<file path="src/rtl/communication_pkg.sv">
`default_nettype none
// ============================================================================
// Module      : communication_pkg
// Description : Command codes and FSM state type for the UART/DDS decoder.
// Revision    : 1.0 - initial release
// ============================================================================
package communication_pkg;

    localparam logic [7:0] c_CMD_BYTE0   = 8'h01;
    localparam logic [7:0] c_CMD_BYTE1   = 8'h02;
    localparam logic [7:0] c_CMD_BYTE2   = 8'h03;
    localparam logic [7:0] c_CMD_BYTE3   = 8'h04;
    localparam logic [7:0] c_CMD_SET     = 8'h05;
    localparam logic [7:0] c_CMD_ENABLE  = 8'h06;
    localparam logic [7:0] c_CMD_DISABLE = 8'h07;
    localparam logic [7:0] c_CMD_STATUS  = 8'h08;

    typedef enum logic [0:0] {
        ST_IDLE = 1'b0,
        ST_DATA = 1'b1
    } state_t;

    // BYTEn codes are contiguous, so the ack code is recovered from the index.
    function automatic logic [7:0] byte_cmd(input logic [1:0] idx);
        return c_CMD_BYTE0 + {6'b0, idx};
    endfunction

endpackage
`default_nettype wire

</file>
<file path="src/rtl/communication.sv">
`default_nettype none
// ============================================================================
// Module      : communication
// Description : Byte command decoder loading the DDS phase increment and enable.
// Revision    : 1.0 - initial release
// ============================================================================
module communication
    import communication_pkg::*;
(
    input  logic        clk,
    input  logic        rst,
    input  logic        received,
    input  logic [7:0]  rx_byte,
    output logic        transmit,
    output logic [7:0]  tx_byte,
    output logic        en,
    output logic [31:0] m,
    output logic        set
);

    state_t      r_state, w_state_nxt;
    logic [1:0]  r_idx, w_idx_nxt;
    logic [31:0] r_sh, w_sh_nxt;
    logic [31:0] r_m, w_m_nxt;
    logic        r_en, w_en_nxt;
    logic        r_set, w_set_nxt;
    logic        r_tx, w_tx_nxt;
    logic [7:0]  r_txb, w_txb_nxt;

    always_ff @(posedge clk or posedge rst) begin
        if (rst) begin
            r_state <= ST_IDLE;
            r_idx   <= 2'd0;
            r_sh    <= 32'd0;
            r_m     <= 32'd0;
            r_en    <= 1'b0;
            r_set   <= 1'b0;
            r_tx    <= 1'b0;
            r_txb   <= 8'd0;
        end else begin
            r_state <= w_state_nxt;
            r_idx   <= w_idx_nxt;
            r_sh    <= w_sh_nxt;
            r_m     <= w_m_nxt;
            r_en    <= w_en_nxt;
            r_set   <= w_set_nxt;
            r_tx    <= w_tx_nxt;
            r_txb   <= w_txb_nxt;
        end
    end

    always_comb begin
        w_state_nxt = r_state;
        w_idx_nxt   = r_idx;
        w_sh_nxt    = r_sh;
        w_m_nxt     = r_m;
        w_en_nxt    = r_en;
        w_set_nxt   = 1'b0;
        w_tx_nxt    = 1'b0;
        w_txb_nxt   = r_txb;
        if (received) begin
            case (r_state)
                ST_IDLE: begin
                    case (rx_byte)
                        c_CMD_BYTE0, c_CMD_BYTE1, c_CMD_BYTE2, c_CMD_BYTE3: begin
                            w_idx_nxt   = rx_byte[1:0] - 2'd1;
                            w_state_nxt = ST_DATA;
                        end
                        c_CMD_SET: begin
                            w_m_nxt   = r_sh;
                            w_set_nxt = 1'b1;
                            w_tx_nxt  = 1'b1;
                            w_txb_nxt = c_CMD_SET;
                        end
                        c_CMD_ENABLE, c_CMD_DISABLE: begin
                            w_en_nxt  = (rx_byte == c_CMD_ENABLE);
                            w_tx_nxt  = 1'b1;
                            w_txb_nxt = rx_byte;
                        end
                        c_CMD_STATUS: begin
                            w_tx_nxt  = 1'b1;
                            w_txb_nxt = {7'd0, r_en};
                        end
                        default: ;
                    endcase
                end
                ST_DATA: begin
                    // Any byte here is payload, even one that looks like a command.
                    case (r_idx)
                        2'd0:    w_sh_nxt[7:0]   = rx_byte;
                        2'd1:    w_sh_nxt[15:8]  = rx_byte;
                        2'd2:    w_sh_nxt[23:16] = rx_byte;
                        default: w_sh_nxt[31:24] = rx_byte;
                    endcase
                    w_state_nxt = ST_IDLE;
                    w_tx_nxt    = 1'b1;
                    w_txb_nxt   = byte_cmd(r_idx);
                end
                default: w_state_nxt = ST_IDLE;
            endcase
        end
    end

    assign transmit = r_tx;
    assign tx_byte  = r_txb;
    assign en       = r_en;
    assign m        = r_m;
    assign set      = r_set;

endmodule
`default_nettype wire

</file>
<file path="config.mk">
export PLATFORM = sky130hd
export DESIGN_NAME = communication
export DESIGN_NICKNAME = d
export VERILOG_FILES = /design/src/rtl/communication_pkg.sv /design/src/rtl/communication.sv
export SDC_FILE = /design/constraint.sdc
export NUM_CORES = 1
export LEC_CHECK = 0
export CAP_MARGIN = 20
export CORE_ASPECT_RATIO = 1.4
export CORE_UTILIZATION = 40
export CTS_BUF_LIST = sky130_fd_sc_hd__clkbuf_2 sky130_fd_sc_hd__clkbuf_4 sky130_fd_sc_hd__clkbuf_8
export DETAILED_ROUTE_END_ITERATION = 8
export PLACE_DENSITY = 0.64
export SETUP_SLACK_MARGIN = 0.05
export SYNTH_ARGS = -nofsm -noshare
export SYNTH_HDL_FRONTEND = slang
export SYNTH_SLANG_ARGS = --single-unit
</file>
<file path="constraint.sdc">
create_clock -name clk -period 3.57 [get_ports clk]
set_clock_uncertainty 0.2 [all_clocks]
set_input_delay 0.8925 -clock clk [delete_from_list [all_inputs] [get_ports clk]]
set_output_delay 0.8925 -clock clk [all_outputs]
set_load 0.05 [all_outputs]
</file>
==> flow_summary.toml <==
[yosys]
synth_cell_types = 29
ys_warn_count = 0
seq_area_frac_synth_pct = 60.6
syn-num-nets = 229
synthesis.area_mm2 = 0.00322
syn_avg_cell_area_um2 = 15.3
syn_inst = 210
synth.ff_latch_count = 78

[cells_and_area]
layout-drive-gt1-share_pct = 30.7
final-instance-count-excl-fill = 380
fin_nets = 294
areaGrowthSynthToFinish_pct = 26.6
fillers = 720
diodes = 0

[sta]
setup_violations = 0
fmax_ghz = 0.345
hold_viol = 0
slew-limit-headroom_pct = 48.3
tns_ns = 0
post-route-period-util_pct = 81.2
worst_slew_pin_slew_ns = 0.774
fin_crit_ns = 2.90
slew_viol_final = 0
rsz0062_at_grt = "no"

[routing]
drt_iter0_markers = 148
drt_pass1_iterations = 4
vias_per_cell = 4.87
drcViolationCount = 0
ant_nets = 0
routed_wl_um = 6040
vias = 1851
wire_per_inst_um = 15.9

[floorplan]
rows = 38
core_area_mm2 = 0.00780
dieWidth_um = 77.8
ios = 54
die_area_mm2 = 0.00842
dieHeight_um = 108
start_util_pct = 41.3

[critical_path]
cp_data_required_time_ns = 3.60
rr_worst_depth = 4
critPathCapture = "m[10]$_DFFE_PP0P_"
r2r_end = "m[29]$_DFFE_PP0P_"
critPathLaunchType = "input pin"
reg2reg_slack_ns = 1.50
cp-startpoint = "rx_byte[7]"
endpoint_kind = "register"
cp_max_fo = 33
critical_path_class = "in -> reg"
critPathArrivalTime_ns = 2.93
reg2reg_from = "r_state$_DFFE_PP0P_"

[worst_hold_path]
hp-class = "reg -> reg"
worst_hold_startpoint = "r_sh[8]$_DFFE_PP0P_"

[placed_design]
hpwlAfterDp_um = 4180
dp_cells = 364
gp_congestion = 0.838
io_buffers = 53

[flow_run]
cap_violations = 0

[global_routing]
grt_pass1_vias = 1958
grt-ovfl-total = 0
grt_max_degree = 47
antenna_found_initial = 0
grt_usage_pct = 16.0
grt_pass1_wl_um = 9930

[clock_tree]
clock-sinks = 78
cts_buffer_depth = 2
tritoncts.num_buffers = 9
clock_latency_ns = 0.35
root_buffer = "clkbuf_8"
cts_setup_buffers = 0
cts_resized = 0
htreeDepth = 3
cts_tree = "yes"
clk_pin_slew_ns = 0.08
holdBufCountCts = 0

[power_and_ir_drop]
p_per_area_mw_per_mm2 = 429
p_total_uw = 1750
peakVddDrop_mv = 0.272
p_leak_uw = 0.00208

[run_status]
outcome = "finished, final reports clean"
cell usage in the layout (no fill, tap or decap), drive strengths merged, types with 2 or more instances in the layout:
cell / instances
mux2: 59
clkinv: 6
ha: 8
nor2: 2
clkdlybuf4s50: 53
nand3: 4
and4b: 2
dfrtp: 78
o21ai: 11
buf: 7
mux2i: 2
nand2: 13
clkbuf: 10
inv: 7
nor2b: 5
cell type report:
| cell class | count | area, um^2 | share of cell area, % |
|---|---|---|---|
| Sequential cell | 78 | 1950 | 47.9 |
| Tap cell | 100 | 125 | 3.07 |
| Timing Repair Buffer | 60 | 583 | 14.3 |
| Inverter | 8 | 31.3 | 0.767 |
| Clock buffer | 10 | 131 | 3.22 |
| Multi-Input combinational cell | 118 | 1190 | 29.2 |
| Clock inverter | 6 | 62.6 | 1.53 |
power by group:
group	internal [uW]	switching [uW]	total (uW)
logic	64.1	95.2	159
registers	918	18.9	937
clock network	330	322	652
layer usage:
| layer | wire (um) | vias up | GRT usage, % |
|---|---|---|---|
| li1 | - | 866 | - |
| met1 | 2610 | 932 | 19.8 |
| met2 | 3060 | 40 | 25.9 |
| met3 | 169 | 13 | 2.87 |
| met4 | 197 | 0 | 10.1 |
| met5 | 0 | - | 0 |
state kept, by name (all words and copies together) (netlist names):
signal / count
r_sh: 32
r_idx: 2
m: 32
tx_byte: 8
en: 1
r_state: 1
set: 1
transmit: 1
worst max-delay path, cell delays in order:
cell and delay (ns):
clkdlybuf4s50_1 0.50, nor4_4 0.44, and4b_4 0.32, nand2_4 0.33, mux2_4 0.42
stage by stage:
stage	cell area, um^2	hold WS [ns]	setup slack, ns	util [%]
after floorplan	3220	0.250	0.482	-
after global placement	3880	0.263	0.349	49.8
after detailed placement	3880	0.271	0.302	49.8
after CTS	4080	0.287	0.665	52.3
after global routing	4080	0.318	0.548	52.3
final	4080	0.283	0.672	52.3
cells in the mapped netlist:
cell type	instances	area, um^2
a22o_1	1	8.76
nor3_1	1	5.00
nand2b_1	1	6.26
inv_1	8	30.0
a31oi_1	1	6.26
clkbuf_1	2	7.51
o21ai_0	11	55.1
o211a_1	1	10.0
nor2b_1	5	31.3
nand2_1	12	45.0
nor3b_1	1	7.51
buf_6	3	33.8
nand2_4	1	11.3
nand3b_1	1	7.51
nor4_4	1	21.3
nand3_1	4	20.0
and4b_4	1	13.8
o32ai_1	1	8.76
a21oi_1	1	5.00
mux2i_1	2	20.0
ha_1	8	100
or4b_1	1	10.0
and4b_1	1	10.0
mux2_2	30	338
o211ai_1	1	7.51
mux2_4	29	435
buf_2	1	5.00
nor2_1	2	7.51
dfrtp_1	78	1950
worst min-delay path by stage:
stage,endpoint,slack (ns),cells after the start
floorplan,r_sh[0]$_DFFE_PP0P_,0.25,2
global placement,r_sh[8]$_DFFE_PP0P_,0.26,2
detailed placement,r_sh[25]$_DFFE_PP0P_,0.27,2
CTS,r_sh[25]$_DFFE_PP0P_,0.29,2
global route,m[2]$_DFFE_PP0P_,0.32,1
finish,r_sh[8]$_DFFE_PP0P_,0.28,2
cell families (layout without fill, tap and decap cells):
logic type                 Yosys count  in the layout  synth area share [%]
and+or+nand+nor                     32             32                  6.10
adders and majority gates            8              8                  3.11
DFF                                 78             78                  60.6
muxes                               61             61                  24.6
buffers and inverters               14             84                  2.37
AOI/OAI and AO/OA                   17             17                  3.15
Note: power is estimated with default switching activity, not from simulation.
